## config.mk

```make
export PLATFORM = sky130hd
export DESIGN_NAME = fifo_uart_tx
export DESIGN_NICKNAME = d
export VERILOG_FILES = /design/src/rtl/fifo_uart_tx.sv
export SDC_FILE = /design/constraint.sdc
export NUM_CORES = 1
export LEC_CHECK = 0
export CAP_MARGIN = 25
export CELL_PAD_IN_SITES_DETAIL_PLACEMENT = 1
export CELL_PAD_IN_SITES_GLOBAL_PLACEMENT = 1
export CORE_MARGIN = 2
export CORE_UTILIZATION = 44
export DETAILED_ROUTE_END_ITERATION = 7
export GPL_ROUTABILITY_DRIVEN = 0
export GPL_TIMING_DRIVEN = 0
export PLACE_DENSITY_LB_ADDON = 0.1
export RECOVER_POWER = 100
export SLEW_MARGIN = 20
export SYNTH_ARGS = -nofsm -noshare
export SYNTH_HDL_FRONTEND = slang
export SYNTH_SLANG_ARGS = --single-unit
```

## constraint.sdc

```tcl
create_clock -name clk_i -period 2.45 [get_ports clk_i]
set_input_delay 0.735 -clock clk_i [delete_from_list [all_inputs] [get_ports clk_i]]
set_output_delay 0.735 -clock clk_i [all_outputs]
set_load 0.02 [all_outputs]
```

## src/rtl/fifo_uart_tx.sv

```systemverilog
// 8N1 UART transmitter draining a FIFO read port; tx_o falls two edges after fifo_rd_en_o when rd_dv follows rd_en by one cycle.
// Backpressure: one byte in flight, fetched only from IDLE when enable_i && !fifo_empty_i; a started frame always completes.
module fifo_uart_tx #(
    parameter int CLKS_PER_BIT = 434
) (
    input  logic       clk_i,
    input  logic       rstn_i,
    input  logic       enable_i,
    input  logic       fifo_empty_i,
    output logic       fifo_rd_en_o,
    input  logic       fifo_rd_dv_i,
    input  logic [7:0] fifo_rd_data_i,
    output logic       tx_o,
    output logic       busy_o,
    output logic       tx_done_o
);

    localparam int CW = $clog2(CLKS_PER_BIT);
    localparam logic [CW-1:0] CNT_LAST = CW'(CLKS_PER_BIT - 1);
    localparam logic [CW-1:0] CNT_DONE = CW'(CLKS_PER_BIT - 2);

    typedef enum logic [2:0] {
        S_IDLE,
        S_FETCH,
        S_START,
        S_DATA,
        S_STOP
    } state_t;

    state_t          state_q, state_d;
    logic [CW-1:0]   cnt_q, cnt_d;
    logic [2:0]      idx_q, idx_d;
    logic [7:0]      shift_q, shift_d;
    logic            tx_d;
    logic            rd_en_d;
    logic            busy_d;
    logic            done_d;
    logic            bit_end;

    assign bit_end = (cnt_q == CNT_LAST);

    always_ff @(posedge clk_i or negedge rstn_i) begin
        if (!rstn_i) begin
            state_q      <= S_IDLE;
            cnt_q        <= '0;
            idx_q        <= '0;
            shift_q      <= '0;
            tx_o         <= 1'b1;
            fifo_rd_en_o <= 1'b0;
            busy_o       <= 1'b0;
            tx_done_o    <= 1'b0;
        end else begin
            state_q      <= state_d;
            cnt_q        <= cnt_d;
            idx_q        <= idx_d;
            shift_q      <= shift_d;
            tx_o         <= tx_d;
            fifo_rd_en_o <= rd_en_d;
            busy_o       <= busy_d;
            tx_done_o    <= done_d;
        end
    end

    always_comb begin
        state_d = state_q;
        cnt_d   = cnt_q;
        idx_d   = idx_q;
        shift_d = shift_q;
        tx_d    = tx_o;
        rd_en_d = 1'b0;
        done_d  = 1'b0;

        case (state_q)
            S_IDLE: begin
                cnt_d = '0;
                tx_d  = 1'b1;
                // Empty flag is looked at only here, so its post-read update can't double-fetch.
                if (enable_i && !fifo_empty_i) begin
                    state_d = S_FETCH;
                    rd_en_d = 1'b1;
                end
            end
            S_FETCH: begin
                if (fifo_rd_dv_i) begin
                    shift_d = fifo_rd_data_i;
                    tx_d    = 1'b0;
                    cnt_d   = '0;
                    state_d = S_START;
                end
            end
            S_START: begin
                if (bit_end) begin
                    cnt_d   = '0;
                    idx_d   = '0;
                    tx_d    = shift_q[0];
                    state_d = S_DATA;
                end else begin
                    cnt_d = cnt_q + CW'(1);
                end
            end
            S_DATA: begin
                if (bit_end) begin
                    cnt_d = '0;
                    if (idx_q == 3'd7) begin
                        tx_d    = 1'b1;
                        state_d = S_STOP;
                    end else begin
                        // shift_q[0] is the bit on the line; the next one sits at [1].
                        idx_d   = idx_q + 3'd1;
                        shift_d = shift_q >> 1;
                        tx_d    = shift_q[1];
                    end
                end else begin
                    cnt_d = cnt_q + CW'(1);
                end
            end
            S_STOP: begin
                tx_d   = 1'b1;
                done_d = (cnt_q == CNT_DONE);
                if (bit_end) begin
                    cnt_d   = '0;
                    state_d = S_IDLE;
                end else begin
                    cnt_d = cnt_q + CW'(1);
                end
            end
            default: begin
                state_d = S_IDLE;
                tx_d    = 1'b1;
            end
        endcase

        busy_d = (state_d != S_IDLE);
    end

endmodule
```

==> impl_summary.md, run 1 <==
STA
The final max-slew violation count is 0. The measured slew at the worst slew-check pin is 1.46 ns. The count of endpoints failing hold in the final timing report is 0. The final critical delay including setup and external delays is ~2.3 ns. Setup repair after global routing left no endpoint under its margin. The relative slew slack is 2.68%. The number of failing setup endpoints in the final timing report is 0. The share of the clock period used by the worst path after layout is 93.1%.

The post-route clock skew is 0.0173 ns. The maximum frequency from static timing analysis is ~440 MHz. The setup TNS is 0 ns. The final worst hold slack is 0.510 ns.

Clock network
The number of gates resized after cts is 0. The clock-pin slew of the registers on the worst-case setup and hold paths is 0.16 ns. The number of H-tree levels is 1. The source-to-sink clock delay at the later pin of the worst-skew pair is between 0.3 and 0.4 ns. Clock tree synthesis inserted a total of 3 buffers. The number of clock sinks is 27. The number of hold buffers added after CTS was 0. The root buffer cell is sky130_fd_sc_hd__clkbuf_4.

The TritonCTS clock tree is done. The deepest clock path buffer count is 2. After clock tree synthesis, the setup repair step added 0 buffers.

Yosys
The total nets after synthesis is around 160. The count of synthesis-stage warnings from yosys is 0. The sequential cell area fraction in the yosys report is 44.9%. In this run the mean area of a mapped cell was around 11 um^2. The count of cell types in the netlist is 43. Synthesis produced roughly 140 cells. The number of enable flip-flop cells after synthesis is 0. For this run, asynchronously set or reset flops after synthesis account for between 90% and 100%. The number of storage elements in the synthesis netlist is 27. The dominant synthesized flop cell is sky130_fd_sc_hd__dfrtp_1. Summing every instance area after synthesis gives 0.00151 mm^2.

Job
Max-cap violations in this run came to 0.

Power and ir drop
Internal power comes to around 0.53 mW. For this design the total switching power over the nets is 0.164 mW. Of the total power, the clock network draws ~29%. The proportion of power drawn by combinational gates is ~6.8%. The switching part of the total is a little under a quarter. The post-route total power is roughly 0.7 mW. The fraction of power consumed by sequential logic is 64.2%.

The peak supply drop is roughly 0.18 mV. Summed over all cells, the static leakage comes to ~0.79 nW. The power density of the placed cells is roughly 410 mW/mm^2.

Setup path
The arrival time at the worst endpoint is approximately 2.5 ns. On the critical path, the stage with the largest delay is an instance of sky130_fd_sc_hd__clkdlybuf4s50_1. STA classifies the critical path startpoint as a primary input.

The critical path capture point type is a flop. At the worst endpoint, the required time is between 2 and 3 ns. The family with the most delay on the worst path is buffers and inverters. The startpoint-to-endpoint class of the critical path is in -> reg. In this run the worst path has a maximum fanout of 8. The number of buffers and inverters on the critical path is 2. The signal on the critical path passes through clkdlybuf4s50_1, nor2b_1, a21oi_1, a2111o_1, buf_6, mux2_1.

The maximum single-stage delay on the critical path is 0.58 ns.

Status
The run finished with clean final reports.

Floorplan
17 I/O pins were placed. The core area is 0.00331 mm^2. The die covers about 0.0039 mm^2.

The floorplan has 21 rows. The die is between 60 and 70 um wide. The height of the die is between 60 and 70 um. For this configuration, the core starts out at a cell density of approximately 46%.

Cells and area
The combined flip-flop and latch cell area is roughly 680 um^2. The post-route netlist has 12.6% of its cells at a drive strength greater than 1. The finished cells cover 0.00172 mm^2. The final antenna diode count is 0.

The multi-input combinational cells in the finished layout cover a total of 747 um^2. The layout has 383 filler cells. After the flow finishes, the layout carries non-filler instances totaling slightly above 200.

The final-stage net count is approximately 180. From synthesis to final layout, the design area changed by 14.3%.

Global routing
The number of antenna violations at the first check in global routing was 0. Global routing finished with a remaining overflow of 0. Entering global routing, the biggest net connects 28 pins. The first-pass GRT wire length is 5.99 mm. The number of global-route vias before repair came to about 1.3k.

Global routing used 19.4% of the available tracks across all layers.

Placement
Input and output buffers added on the ports amount to 16. The placed instance area is ~0.0017 mm^2. The detailed placer's ending HPWL is around 2.5 mm.

The cell count after placement is 201.

Route
In the final routed layout, each cell accounts on average for 16.0 um. After the first detailed-routing iteration, the DRC count stood at 29. The first detailed-routing pass took 4 iterations. The total wire length after detailed routing is between 3 and 4 mm. The remaining routing DRC violations is 0. In the routed layout, each cell is associated on average with a via count of 5.50.

Once detail routing completed, the nets flagged for antenna violations numbered 0. The total via count in the routed design is roughly 1.1k.

Hold path
The class of the most critical hold timing path is reg -> reg.
[kinds of logic (layout without fill, tap and decap cells)]
logic type | after synthesis | count (layout) | synth area share (%)
adders and majority gates | 5 | 5 | 4.15
xor gates and xnor gates | 5 | 5 | 2.90
and+or+nand+nor | 40 | 40 | 14.6
AOI/OAI and AO/OA | 34 | 34 | 16.3
muxes | 16 | 16 | 13.1
DFF | 27 | 27 | 44.9
buffers and inverters | 12 | 32 | 4.06
[routing by layer]
metal | GRT usage [%] | vias to the layer above | routed length [um]
li1 | - | 545 | -
met1 | 24.5 | 566 | 1500
met2 | 34.8 | 12 | 1690
met3 | 2.16 | 4 | 59
met4 | 5.83 | 0 | 37
met5 | 0 | - | 0
[layout by cell type, fill, tap and decap left out, types with 2 or more instances in the layout]
master and instances:
sky130_fd_sc_hd__mux2i_1 4, sky130_fd_sc_hd__nand3_1 3, sky130_fd_sc_hd__buf_6 2, sky130_fd_sc_hd__xor2_1 5, sky130_fd_sc_hd__nor2_1 12, sky130_fd_sc_hd__ha_1 5
sky130_fd_sc_hd__o31ai_1 2, sky130_fd_sc_hd__clkbuf_4 3, sky130_fd_sc_hd__o211ai_1 4, sky130_fd_sc_hd__o21ai_0 9, sky130_fd_sc_hd__clkbuf_1 3, sky130_fd_sc_hd__dlygate4sd3_1 5
sky130_fd_sc_hd__dfrtp_1 26, sky130_fd_sc_hd__a21oi_1 4, sky130_fd_sc_hd__mux2_1 6, sky130_fd_sc_hd__clkdlybuf4s50_1 10, sky130_fd_sc_hd__o2111ai_1 2, sky130_fd_sc_hd__inv_1 7
sky130_fd_sc_hd__mux2_2 6, sky130_fd_sc_hd__nand2_1 10, sky130_fd_sc_hd__nor2b_1 3, sky130_fd_sc_hd__a22o_1 3
[state kept, by name (all words and copies together), names as in the netlist]
register      cells
tx_done_o         1
state_q           3
idx_q             3
tx_o              1
cnt_q             9
busy_o            1
shift_q           8
fifo_rd_en_o      1
[metrics by stage]
step / utilization (%) / worst slack [ns]
after floorplan: - / 0.549
after global placement: 52.2 / -0.141
after detailed placement: 52.0 / -0.167
after CTS: 52.8 / 0.184
after global routing: 52.1 / 0.0982
final: 52.1 / 0.169
[power by group through the flow]
stage	Clock (mW)	Sequential, mW	Combinational (mW)
3_5_place_dp	0	0.457	0.0499
6_report	0.202	0.448	0.0477
2_1_floorplan	0	0.456	0.0176
4_1_cts	0.207	0.448	0.0502
3_3_place_gp	0	0.457	0.0492
5_1_grt	0.230	0.449	0.0535
[area by class of cell]
class	count	area share, %
Buffer	5	2.03
Clock buffer	3	1.31
Clock inverter	1	0.290
Inverter	7	1.52
Multi-Input combinational cell	100	43.3
Sequential cell	27	39.3
Tap cell	46	3.34
Timing Repair Buffer	16	8.93
[Yosys cell counts, types with 2 or more instances]
master,count,area share (%)
sky130_fd_sc_hd__ha_1,5,4.1
sky130_fd_sc_hd__a22o_1,3,1.7
sky130_fd_sc_hd__buf_6,2,1.5
sky130_fd_sc_hd__o21ai_0,9,3.0
sky130_fd_sc_hd__nand3_1,3,0.99
sky130_fd_sc_hd__o2111ai_1,2,1.2
sky130_fd_sc_hd__mux2_4,6,6.0
sky130_fd_sc_hd__nand2_1,10,2.5
sky130_fd_sc_hd__inv_1,7,1.7
sky130_fd_sc_hd__nor2b_1,3,1.2
sky130_fd_sc_hd__mux2_2,6,4.5
sky130_fd_sc_hd__nor2_1,12,3.0
sky130_fd_sc_hd__mux2i_1,4,2.7
sky130_fd_sc_hd__dfrtp_1,26,43
sky130_fd_sc_hd__a21oi_1,4,1.3
sky130_fd_sc_hd__o211ai_1,4,2.0
sky130_fd_sc_hd__o31ai_1,2,0.99
sky130_fd_sc_hd__clkbuf_1,2,0.50
sky130_fd_sc_hd__xor2_1,5,2.9
[worst register-to-register path: cells and delay by family (launching register included)]
family                     cells  cell delay (ns)
buffers and inverters          2             0.29
AOI/OAI and AO/OA              2             0.48
muxes                          1             0.31
DFF                            1             0.45
adders and majority gates      2             0.50
[final timing paths]
path / start / endpoint / cells after the start / slack [ns]
min: shift_q[6] / shift_q[6] / 1 / 0.51
max in group asynchronous: rstn_i / state_q[0] / 1 / 0.88
max reg2reg: idx_q[0] / shift_q[2] / 7 / 0.31
min in group asynchronous: rstn_i / cnt_q[7] / 1 / 0.71
min reg2reg: shift_q[6] / shift_q[6] / 1 / 0.51
max: fifo_rd_dv_i / shift_q[2] / 6 / 0.17
(Power assumes the default switching activity.)
==> run 2, diff against run 1 <==
- HOLD_SLACK_MARGIN: unset -> 0.03
==> results of run 2 <==
Final layout, timing and power as in run 1 (identical DEF).
==> run 3, diff against run 2 <==
- ABC_AREA: unset -> 1
- CORE_UTILIZATION: 44 -> 41
- CTS_CLUSTER_SIZE: unset -> 14
==> run 3 against run 2 <==
The run now ends with max-capacitance violations, max-slew violations left. Register-to-register slack better by 0.26 ns. Count of clock-buffer cells in the layout is 1 higher. Cell area is 3.8% higher. Sequential power hardly changed. Sequential cell count stayed put. Clock skew is 0.0097 ns lower. Non-clock buffer count is 3 lower. Routed wire length is 5.1% higher. Clock power is 27% higher. Critical path type is now reg -> out.
==> impl_summary.md, run 3 <==
Yosys
After synthesis, the largest family of logic cells by area is simple AND/OR/NAND/NOR gates. In this run, distinct cell masters in the synthesized netlist total 26. For this run, the number of Yosys warnings is 0. The basic-gate share of the synthesized area counting and, or, nand and nor cells is between 30% and 40%. After synthesis, the mean cell area works out to about 7.6 um^2. Synthesis inferred 27 register bits.

Sequential cells were found to cover a little over two fifths of the synthesized design area. The most used standard cell by instance count after synthesis is sky130_fd_sc_hd__nand2_1. The portion of synthesized area spent on multiplexers is 0%. The dominant synthesized flop cell is sky130_fd_sc_hd__dfrtp_1. The portion of synthesized cell area occupied by the leading cell type is between 40% and 50%. Yosys mapped a number of flops with a built-in enable equal to 0. The biggest area consumer among synthesized cells is sky130_fd_sc_hd__dfrtp_1. The post-synthesis instance area is 0.00158 mm^2.

The adder-cell share of the synthesized area is 3.97%. The fraction of the mapped netlist area in compound gates is 5.79%. Ranked by total cell area, the synthesized netlist is headed by sky130_fd_sc_hd__dfrtp_1, sky130_fd_sc_hd__nand2_1, sky130_fd_sc_hd__inv_1. By count the netlist is led by sky130_fd_sc_hd__nand2_1, sky130_fd_sc_hd__dfrtp_1, sky130_fd_sc_hd__inv_1. Synthesis handed over a netlist of between 200 and 250 instances. Counting flops with an async set or reset pin after synthesis yields a share of 100%. Of the total synthesized cell area, the portion taken by XOR and XNOR cells is 0%.

The total nets after synthesis is ~230.

STA
The final max-slew violation count is 27. Measured against its own limit, the worst slew margin works out to -0.0457%. Setup violations remaining at the end of the flow were counted as 0. Setup repair after global routing left no endpoint under its margin. Based on the critical path, the design can be clocked at up to around 450 MHz. For the pin with the worst max-slew slack, the measured transition is between 1.5 and 2 ns. The share of the clock period used by the worst path after layout is about nine tenths. The count of endpoints failing hold in the final timing report came to 0. After routing, the total negative slack on setup checks comes to 0 ns.

The final critical delay including setup and external delays is approximately 2.2 ns. For the final database, setup skew stands at between 0.007 and 0.008 ns.

Global routing
The number of global-route vias before repair came to ~1.3k. For this run, the total global-route usage over all layers was measured as a little under a fifth. The remaining global-route overflow is 0. The number of antenna violations at the first check in global routing is 0. The first-pass GRT wire length is between 6 and 7 mm.

Entering global routing, the biggest net connects 28 pins.

Setup path
The worst setup path is launched from a flop. The maximum single-stage delay on the critical path is about 0.67 ns. The biggest fanout along the worst timing path is 2. Tracing the worst setup path back leads to its startpoint at tx_o. The startpoint of the worst register-to-register path is cnt_q[1]. The critical path data required time is approximately 1.7 ns. The startpoint-to-endpoint class of the critical path is reg -> out. The minimum setup slack among reg-to-reg paths is around 0.57 ns.

The slowest stage of the critical path belongs to the cell sky130_fd_sc_hd__dlygate4sd3_1. The cell family contributing the most delay on the critical path is buffers and inverters. The number of buffers and inverters on the critical path is 1.

At the worst endpoint, the arrival time is roughly 1.5 ns. Traced cell by cell, the critical path runs through dlygate4sd3_1. The critical path capture point type is a primary output.

Floorplan
The number of rows created at floorplan is 22. The die covers between 0.004 and 0.005 mm^2. The I/O pin count is 17. The horizontal extent of the die is between 60 and 70 um. The initial utilization of the core area, before any placement, comes to a little over two fifths. In this run the standard cell core region covers between 0.003 and 0.004 mm^2. Measured along the y axis, the die boundary spans ~66 um.

Route
The total via count in the routed design is 1354. The first-pass iteration count of the detailed router is 4. Once detail routing completed, the nets flagged for antenna violations numbered 0. The violation count after the first detailed-routing iteration is 55. The total wire length after detailed routing is 3.45 mm.

After detailed routing, the number of remaining DRC violations is 0. The detail-routed net length per standard cell is between 10 and 15 um. The number of vias per cell is 4.91.

Power and ir drop
The switching part of the total is 20.8%. For this design the ratio of total power to cell area is around 410 mW/mm^2. The peak supply drop is 0.235 mV. The proportion of power drawn by combinational gates is about 3.7%. Sequential cells burn 61.1% of the power. The total internal power is around 0.58 mW. In this run the power spent charging and discharging nets is 0.151 mW.

The relative contribution of the clock network to total power is 35.1%. The leakage power is 0.958 nW.

Cells and area
Cells fill 48.5% of the core in the end. The library cell used most frequently in the layout, excluding fill and tap cells, is sky130_fd_sc_hd__nand2_1. The library cells used most frequently in the layout, excluding fill and tap cells, are sky130_fd_sc_hd__nand2_1, sky130_fd_sc_hd__dfrtp_1, sky130_fd_sc_hd__inv_1, sky130_fd_sc_hd__nand3_1, sky130_fd_sc_hd__o21ai_0. The register containing the most flip-flops in the final layout is cnt_q. The largest registers in the layout are cnt_q: 9 flops, shift_q: 8 flops. The share of post-route cells with drive strength above 1 is 9.65%. The repair_antennas step left the layout with diodes totalling 0. The register with the most flip-flops in the layout has 9 of them. The area growth from synthesis to layout is 13.4%. The number of fill cells is ~490. The final-stage net count is around 250.

Clock network
The clock-pin slew of the registers on the worst-case setup and hold paths is ~0.090 ns. CTS built an H-tree with a depth of 1. After clock tree synthesis, the flow added hold-fix buffers numbering 0. Counting the buffers created by CTS gives 3. The number of setup buffers added after CTS is 0.

After clock tree synthesis, the repair step resized 0 gates. Clock latency on the worst-skew pair, taken at its later pin, is approximately 0.27 ns. Clock tree synthesis selected as its root buffer the cell sky130_fd_sc_hd__clkbuf_8. TritonCTS built the clock tree. Counting along the longest clock path gives a buffer depth of 2. Clock tree synthesis found a total of 27 sinks.

Status
The run finished, with violations left. The checks that failed: max-capacitance violations, max-slew violations.

Placement
The detailed placer's ending HPWL is 2.65 mm. During placement, the flow inserted port buffers numbering 16.

Job
Max-cap violations in this run came to 1.

Hold path
The hold path startpoint is tx_o. The path class of the tightest hold or removal check is reg -> reg.
==> run 3: cell types whose count changed after synthesis, moves of 5 or more <==
cell,change
sky130_fd_sc_hd__mux2_2,-6
sky130_fd_sc_hd__nand4_1,+8
sky130_fd_sc_hd__nand2_2,+7
sky130_fd_sc_hd__inv_1,+15
sky130_fd_sc_hd__nand3_1,+13
sky130_fd_sc_hd__inv_2,+5
sky130_fd_sc_hd__xor2_1,-5
sky130_fd_sc_hd__mux2_4,-6
sky130_fd_sc_hd__nor2_1,-6
sky130_fd_sc_hd__nand2_1,+72
==> run 3: cell type report <==
class                           count  area (um^2)  share of cell area (%)
Multi-Input combinational cell    151          736                    41.1
Sequential cell                    27          677                    37.8
Timing Repair Buffer               16          154                    8.60
Inverter                           28          106                    5.94
Tap cell                           48         60.1                    3.36
Clock buffer                        4         45.0                    2.52
Buffer                              2         11.3                   0.629
==> run 3: through the flow <==
stage | area, um^2 | power, mW | cells | hold WS, ns | setup WS [ns]
floorplan | 1580 | 0.455 | 208 | 0.439 | 1.11
global placement | 1800 | 0.483 | 272 | 0.456 | 0.228
detailed placement | 1790 | 0.483 | 272 | 0.460 | 0.478
CTS | 1840 | 0.746 | 276 | 0.475 | 0.291
global route | 1790 | 0.757 | 276 | 0.516 | 0.193
finish | 1790 | 0.728 | 276 | 0.468 | 0.239
==> run 3: path summary, 6_finish.rpt <==
path | endpoint | cells after the start
setup / recovery | tx_o | 1
hold / removal | tx_o | 2
setup reg to reg | idx_q[2] | 10
hold reg to reg | tx_o | 2
max in group asynchronous | idx_q[0] | 1
min in group asynchronous | cnt_q[5] | 1
==> run 3: kinds of logic (layout without fill, tap and decap cells) <==
| group | after synthesis | after routing |
|---|---|---|
| adder cells (fa/ha/maj) | 5 | 5 |
| buffers and inverters | 30 | 50 |
| flip-flops | 27 | 27 |
| AO/OA/AOI/OAI | 15 | 15 |
| AND/OR/NAND/NOR | 131 | 131 |
==> run 3: routing by layer <==
| layer | vias up | track usage (%) | wire, um |
|---|---|---|---|
| met1 | 636 | 24.8 | 1610 |
| met3 | 4 | 2.04 | 94 |
| met5 | - | 0 | 0 |
| met4 | 0 | 6.12 | 44 |
| li1 | 697 | - | - |
| met2 | 17 | 30.3 | 1710 |
==> run 3: power groups by stage <==
stage	Clock [mW]	Combinational [mW]	Sequential, mW
after CTS	0.271	0.0292	0.445
after floorplan	0	0.000979	0.454
final	0.256	0.0273	0.445
after global routing	0.281	0.0304	0.445
after global placement	0	0.0290	0.454
after detailed placement	0	0.0290	0.454
